===== src/rtl/edge_detector_pkg.sv =====
// Shared types and limits for the edge detector.
package edge_detector_pkg;

  // Edge-selection modes for the pulse output.
  typedef enum logic [1:0] {
    EDGE_RISE = 2'd0,
    EDGE_FALL = 2'd1,
    EDGE_BOTH = 2'd2
  } edge_mode_e;

  // Deepest synchroniser chain supported.
  localparam int SYNC_STAGES_MAX = 4;

endpackage : edge_detector_pkg


===== src/rtl/edge_detector_sync_bit_sync.sv =====
// bit_sync: N-stage flop chain with asynchronous reset to RESET_VAL.
// N = 0 degenerates to a straight wire for inputs already synchronous to clk.
module bit_sync #(
  parameter int   N         = 2,
  parameter logic RESET_VAL = 1'b0
) (
  input  logic clk,
  input  logic rst,
  input  logic d,
  output logic q
);

  generate
    if (N == 0) begin : g_bypass
      assign q = d;
    end else begin : g_chain
      logic [N-1:0] stage_reg;

      // Shift the input through the chain, stage 0 first.
      always_ff @(posedge clk or posedge rst) begin
        if (rst) begin
          stage_reg <= {N{RESET_VAL}};
        end else begin
          stage_reg[0] <= d;
          for (int i = 1; i < N; i++) begin
            stage_reg[i] <= stage_reg[i-1];
          end
        end
      end

      assign q = stage_reg[N-1];
    end
  endgenerate

endmodule : bit_sync


===== src/rtl/edge_detector_sync.sv =====
// edge_detector_sync: synchronise a level and emit registered one-cycle
// pulses on rising, falling or both edges.
// Optional debug edge counter is compiled in with EDGE_DETECTOR_CNT_EN.
module edge_detector_sync
  import edge_detector_pkg::*;
#(
  parameter int   MODE        = 0,
  parameter int   SYNC_STAGES = 2,
  parameter logic RESET_LEVEL = 1'b0,
  parameter int   CNT_W       = 16
) (
  input  logic             clk,
  input  logic             rst,
  input  logic             signal,
  output logic             pulse,
  output logic             rise,
  output logic             fall,
`ifdef EDGE_DETECTOR_CNT_EN
  output logic             level,
  input  logic             cnt_clr,
  output logic [CNT_W-1:0] edge_cnt
`else
  output logic             level
`endif
);

  // Reject illegal configurations at elaboration time.
  generate
    if (!(MODE == int'(EDGE_RISE) || MODE == int'(EDGE_FALL) || MODE == int'(EDGE_BOTH))) begin : g_bad_mode
      $error("edge_detector_sync: MODE must be 0, 1 or 2");
    end
    if (SYNC_STAGES < 0 || SYNC_STAGES > SYNC_STAGES_MAX) begin : g_bad_stages
      $error("edge_detector_sync: SYNC_STAGES out of range");
    end
    if (CNT_W < 1) begin : g_bad_cnt_w
      $error("edge_detector_sync: CNT_W must be at least 1");
    end
  endgenerate

  localparam edge_mode_e MODE_SEL = edge_mode_e'(MODE[1:0]);

  logic sync_s;
  logic prev_reg;
  logic rise_d;
  logic fall_d;
  logic pulse_d;
  logic rise_reg;
  logic fall_reg;
  logic pulse_reg;

  bit_sync #(
    .N         (SYNC_STAGES),
    .RESET_VAL (RESET_LEVEL)
  ) u_bit_sync (
    .clk (clk),
    .rst (rst),
    .d   (signal),
    .q   (sync_s)
  );

  assign rise_d = sync_s & ~prev_reg;
  assign fall_d = ~sync_s & prev_reg;

  // Choose which edge terms drive pulse.
  always_comb begin
    pulse_d = 1'b0;
    case (MODE_SEL)
      EDGE_RISE: pulse_d = rise_d;
      EDGE_FALL: pulse_d = fall_d;
      EDGE_BOTH: pulse_d = rise_d | fall_d;
      default:   pulse_d = 1'b0;
    endcase
  end

  // History flop and registered edge outputs; reset starts from RESET_LEVEL
  // so a differing input at release is seen as an ordinary edge.
  always_ff @(posedge clk or posedge rst) begin
    if (rst) begin
      prev_reg  <= RESET_LEVEL;
      rise_reg  <= 1'b0;
      fall_reg  <= 1'b0;
      pulse_reg <= 1'b0;
    end else begin
      prev_reg  <= sync_s;
      rise_reg  <= rise_d;
      fall_reg  <= fall_d;
      pulse_reg <= pulse_d;
    end
  end

  assign pulse = pulse_reg;
  assign rise  = rise_reg;
  assign fall  = fall_reg;
  assign level = sync_s;

`ifdef EDGE_DETECTOR_CNT_EN
  logic [CNT_W-1:0] cnt_reg;

  // Count pulse assertions; clear has priority over a coincident pulse.
  always_ff @(posedge clk or posedge rst) begin
    if (rst) begin
      cnt_reg <= '0;
    end else if (cnt_clr) begin
      cnt_reg <= '0;
    end else if (pulse_reg) begin
      cnt_reg <= cnt_reg + CNT_W'(1);
    end
  end

  assign edge_cnt = cnt_reg;
`endif

endmodule : edge_detector_sync


===== config.mk =====
export PLATFORM = sky130hd
export DESIGN_NAME = edge_detector_sync
export DESIGN_NICKNAME = d
export VERILOG_FILES = /design/src/rtl/edge_detector_pkg.sv /design/src/rtl/edge_detector_sync_bit_sync.sv /design/src/rtl/edge_detector_sync.sv
export SDC_FILE = /design/constraint.sdc
export NUM_CORES = 1
export LEC_CHECK = 0
export BUFFER_PORTS_ARGS = -buffer_cell sky130_fd_sc_hd__buf_2
export CAP_MARGIN = 15
export CORE_AREA = 10 10 47 49
export DETAILED_ROUTE_END_ITERATION = 10
export DIE_AREA = 0 0 57 59
export PLACE_DENSITY = 0.3
export REMOVE_ABC_BUFFERS = 1
export SLEW_MARGIN = 20
export SYNTH_ARGS = -nofsm -noshare
export SYNTH_HDL_FRONTEND = slang
export SYNTH_SLANG_ARGS = --single-unit

===== constraint.sdc =====
create_clock -name clk -period 0.9 [get_ports clk]
set_input_delay 0.09 -clock clk [delete_from_list [all_inputs] [get_ports clk]]
set_output_delay 0.09 -clock clk [all_outputs]
set_load 0.005 [all_outputs]

==> flow_metrics.env, run 1 <==
export IMPL_status="complete, no violations"
export IMPL_timing_final_crit_share=0.910
export IMPL_tightest_slew_ns=0.188
export IMPL_cp_arrival_ns=0.73
export IMPL_largest_reg_flops=2
export IMPL_synth_yosys_seq_area_share=0.826
export IMPL_finalSetupViolCount=0
export IMPL_cts_tree="yes"
export IMPL_synth_top_family_by_area="simple AND/OR/NAND/NOR gates"
export IMPL_overflow=0
export IMPL_ir_drop_mv=1.01
export IMPL_grtUsageTotal=0.0238
export IMPL_p_leak_nw=0.127
export IMPL_yosysWarnings=0
export IMPL_drv_cap=0
export IMPL_die_area_mm2=0.00336
export IMPL_core_mm2=0.00140
export IMPL_cts_resized=0
export IMPL_synth_ff_type="dfrtp_1"
export IMPL_synth_compound_area_share=0
export IMPL_multi_input_area_um2=15.0
export IMPL_cpPeakStageDelay_ns=0.36
export IMPL_synth_top_area_share=0.826
export IMPL_grt_pass1_vias=108
export IMPL_wl_per_cell_um=7.95
export IMPL_fin_crit_ns=0.819
export IMPL_drt_total_wl_um=294
export IMPL_fin_tns_setup_ns=0
export IMPL_hold_violations=0
export IMPL_yosys_area_top_type="dfrtp_1"
export IMPL_die_x_um=57
export IMPL_worst_setup_path_end_kind="output port"
export IMPL_hold_class="in2async"
export IMPL_cp_max_fo=2
export IMPL_synth_cells=9
export IMPL_grt_max_degree=6
export IMPL_critPathBufInv=1
export IMPL_numClockSinks=5
export IMPL_die_y_um=59
export IMPL_final_nets=25
export IMPL_portBuffers=6
export IMPL_detail_route_antenna_nets=0
export IMPL_cpLargestDelayFamily="flip-flops"
export IMPL_antenna_found_initial=0
export IMPL_ys_ff_latch=5
export IMPL_gp_congestion=0.609
export IMPL_rows=14
export IMPL_diodes=0
export IMPL_muxShareOfSynthArea=0
export IMPL_rsz0062_at_grt="false"
export IMPL_fmax_ghz=1.22
export IMPL_cp_slowest_cell="dfrtp_1"
export IMPL_fin_util=0.177
export IMPL_pwr_density_cell_mw_per_mm2=2140
export IMPL_fin_skew_ns=0.00367
export IMPL_drive_above_1_share=0.524
export IMPL_firstDrtPassIters=2
export IMPL_synth_adder_area_share=0
export IMPL_clock_tree_root_cell="clkbuf_4"
export IMPL_start_util=0.108
export IMPL_synthXorXnorAreaFrac=0
export IMPL_critPathKind="reg2out"
export IMPL_insertion_delay_ns=0.24
export IMPL_vias=103
export IMPL_fill_cells=165
export IMPL_slew_viol_final=0
export IMPL_synthSimpleGateAreaFrac=0.0992
export IMPL_cp_required_ns=0.81
export IMPL_synth_area_per_cell_um2=16.8
export IMPL_syn_cell_area_um2=151
export IMPL_viasPerCell=2.78
export IMPL_synth_edf_count=0
export IMPL_ctsLongestPathBuffers=2
export IMPL_clk_transition_reported_paths_ns=0.04
export IMPL_startpoint_type="flop"
export IMPL_pin_count=7
export IMPL_cts_buffers=3
export IMPL_ys_types=5
export IMPL_cts_max_level=1
export IMPL_yosys_top_cells_count="5 x dfrtp_1, 1 x and2b_2, 1 x buf_4, 1 x inv_1, 1 x nor2b_1"
export IMPL_grt_pass1_wl_um=476
export IMPL_synth_area_leaders="dfrtp_1 83%, and2b_2 5.8%, buf_4 5.0%, nor2b_1 4.1%, inv_1 2.5%"
export IMPL_regArea_um2=125
export IMPL_drt_iter0_markers=2
export IMPL_yosysMostFrequentCell="dfrtp_1"
export IMPL_area_growth_synth_to_final_pct=63.6
export IMPL_post_route_drc_count=0
export IMPL_cp_cell_sequence="buf_2"
export IMPL_max_slew_margin_rel=0.874
export IMPL_async_flop_share=1.00
## path summary, 6_finish.rpt
| check | endpoint | depth (start not counted) | start | slack [ns] |
|---|---|---|---|---|
| max | rise | 1 | rise | 0.08 |
| min | fall | 3 | rst | 0.28 |
| max reg2reg | rise | 2 | u_bit_sync.g_chain.stage_reg[1] | 0.11 |
| min reg2reg | u_bit_sync.g_chain.stage_reg[1] | 0 | u_bit_sync.g_chain.stage_reg[0] | 0.36 |
| max in group asynchronous | prev_reg | 3 | rst | 0.45 |
| min in group clk | u_bit_sync.g_chain.stage_reg[1] | 0 | u_bit_sync.g_chain.stage_reg[0] | 0.36 |
## through the flow
stage                     worst slack [ns]  total power, mW  area [um^2]  hold slack [ns]  std cells
after detailed placement             0.200            0.269          194         -0.00815         30
after floorplan                      0.208            0.253          144           -0.131          8
after global placement               0.209            0.269          194          -0.0145         30
final                               0.0808            0.531          248            0.279         37
after CTS                           0.0261            0.544          240            0.278         36
after global routing                0.0351            0.581          248            0.291         37
## repair_timing
action                                  in CTS  in global routing
setup buffers                                0                  1
hold buffers                                 2                  0
endpoints found under the setup margin       0                  1
hold endpoints to repair                     6                  0
## power breakdown
part	internal [mW]	switching, mW
Clock	0.167	0.0887
Combinational	0.0206	0.0130
Sequential	0.237	0.00366
## cells in the final DEF, fill, tap and decap left out
| cell | count |
|---|---|
| dlygate4sd3_1 | 2 |
| buf_2 | 6 |
| dfrtp_1 | 5 |
| nor2b_1 | 1 |
| buf_4 | 1 |
| and2b_2 | 1 |
| clkbuf_4 | 3 |
| inv_1 | 1 |
| clkbuf_1 | 1 |
## kinds of logic after synthesis
family                 Yosys count
buffers and inverters            2
DFF                              5
and+or+nand+nor                  2
## cell type report
class                      count  area share
sequential                     5       0.505
tap                           16      0.0808
multi-input combinational      2      0.0606
clock buffer                   4       0.106
timing repair buffer           9       0.232
inverter                       1      0.0152
## layer usage
metal | share of wire | vias to the layer above | global-route usage
li1 | - | 48 | -
met1 | 0.40 | 45 | 0.0168
met2 | 0.36 | 10 | 0.0233
met3 | 0.23 | 0 | 0.0494
met4 | 0 | 0 | 0.0101
met5 | 0 | - | 0
No activity file was read; power rests on OpenSTA's default activity.
==> inputs of run 2 (changes only) <==
SETUP_SLACK_MARGIN = 0.1   (was unset)
==> run 2 against run 1 <==
  * Worst hold slack about the same
  * Power about the same
  * Setup slack about the same
  * Register-to-register slack about the same
  * First-iteration DRC count unchanged
  * Die area unchanged
  * Combinational power about the same
  * Critical endpoint unchanged
  * Largest cell class unchanged
  * Largest power group unchanged
==> flow_metrics.env, run 2 (synthesis gave the netlist of run 1 again) <==
export IMPL_cpLargestDelayFamily="flip-flops"
export IMPL_final_common_cell="buf_2"
export IMPL_wl_per_cell_um=7.95
export IMPL_fin_util=0.177
export IMPL_cp_max_fo=2
export IMPL_fill_cells=163
export IMPL_clk_transition_reported_paths_ns=0.04
export IMPL_clock_tree_root_cell="clkbuf_4"
export IMPL_cts_buffers=3
export IMPL_cp_cell_sequence="buf_2"
export IMPL_start_util=0.108
export IMPL_finalSetupViolCount=0
export IMPL_final_cell_mix="6 x buf_2, 5 x dfrtp_1, 3 x clkbuf_4"
export IMPL_grt_pass1_vias=108
export IMPL_largest_reg_flops=2
export IMPL_fin_tns_setup_ns=0
export IMPL_cp_arrival_ns=0.73
export IMPL_worst_setup_path_end_kind="output port"
export IMPL_startpoint_type="flop"
export IMPL_cpPeakStageDelay_ns=0.36
export IMPL_fin_crit_ns=0.819
export IMPL_area_growth_synth_to_final_pct=63.6
export IMPL_r2r_end="rise"
export IMPL_insertion_delay_ns=0.24
export IMPL_ir_drop_mv=1.01
export IMPL_grt_pass1_wl_um=476
export IMPL_r2r_slack_ns=0.11
export IMPL_tightest_slew_ns=0.188
export IMPL_cts_tree="yes"
export IMPL_die_area_mm2=0.00336
export IMPL_diodes=0
export IMPL_detail_route_antenna_nets=0
export IMPL_die_y_um=59
export IMPL_hold_class="in2async"
export IMPL_reg2reg_depth=2
export IMPL_pin_count=7
export IMPL_rows=14
export IMPL_p_leak_nw=0.127
export IMPL_r2r_start="u_bit_sync.g_chain.stage_reg[1]"
export IMPL_grtUsageTotal=0.0238
export IMPL_portBuffers=6
export IMPL_rsz0062_at_grt="true"
export IMPL_firstDrtPassIters=2
export IMPL_post_route_drc_count=0
export IMPL_timing_final_crit_share=0.910
export IMPL_ctsLongestPathBuffers=2
export IMPL_viasPerCell=2.76
export IMPL_drt_total_wl_um=294
export IMPL_pwr_density_cell_mw_per_mm2=2140
export IMPL_drv_cap=0
export IMPL_hold_violations=0
export IMPL_core_mm2=0.00140
export IMPL_status="complete, no violations"
export IMPL_numClockSinks=5
export IMPL_die_x_um=57
export IMPL_drive_above_1_share=0.524
export IMPL_max_slew_margin_rel=0.874
export IMPL_final_nets=25
export IMPL_critPathKind="reg2out"
export IMPL_vias=102
export IMPL_cp_slowest_cell="dfrtp_1"
export IMPL_critPathBufInv=1
export IMPL_gp_congestion=0.609
export IMPL_antenna_found_initial=0
export IMPL_drt_iter0_markers=2
export IMPL_fmax_ghz=1.22
export IMPL_grt_max_degree=6
export IMPL_slew_viol_final=0
export IMPL_cp_required_ns=0.81
export IMPL_overflow=0
export IMPL_cts_max_level=1
export IMPL_fin_skew_ns=0.00367
==> run 2: worst max path at each step <==
stage | startpoint | end | depth (start not counted)
floorplan | u_bit_sync.g_chain.stage_reg[1] | rise | 1
global placement | u_bit_sync.g_chain.stage_reg[1] | rise | 1
detailed placement | u_bit_sync.g_chain.stage_reg[1] | rise | 1
CTS | rise | pulse | 1
global route | rise | rise | 1
finish | rise | rise | 1
==> run 2: metrics by stage <==
step	power [mW]	hold WS [ns]	cells	setup slack (ns)	cell area (um^2)
final	0.531	0.279	37	0.0808	248
after global routing	0.581	0.291	37	0.0351	248
after CTS	0.547	0.278	37	0.0638	248
after detailed placement	0.269	-0.00815	30	0.200	194
after global placement	0.269	-0.0145	30	0.209	194
after floorplan	0.253	-0.131	8	0.208	144
==> run 2: what timing repair did <==
item,4_1_cts,5_1_grt
setup buffers,1,0
endpoints found under the setup margin,4,5
hold buffers,2,0
resized for setup,0,0
endpoints found under the hold margin,6,0
gates cloned,0,0
==> run 2: report_power, final <==
| part | internal, mW | leakage [nW] | switching (mW) | total (mW) |
|---|---|---|---|---|
| registers | 0.237 | 0.0607 | 0.00373 | 0.241 |
| clock network | 0.167 | 0.0150 | 0.0887 | 0.256 |
| logic | 0.0206 | 0.0518 | 0.0130 | 0.0336 |
==> run 2: layout make-up <==
cell class | count | area [um^2] | area share
tap | 16 | 20.0 | 0.0808
inverter | 1 | 3.75 | 0.0152
multi-input combinational | 2 | 15.0 | 0.0606
clock buffer | 4 | 26.3 | 0.106
timing repair buffer | 9 | 57.6 | 0.232
sequential | 5 | 125 | 0.505
==> run 2: metal layers <==
metal	wire length [um]	part of all wire	up-vias	global-route usage
li1	-	-	49	-
met1	122	0.41	43	0.0168
met2	104	0.35	10	0.0233
met3	67	0.23	0	0.0494
met4	0	0	0	0.0101
met5	0	0	-	0
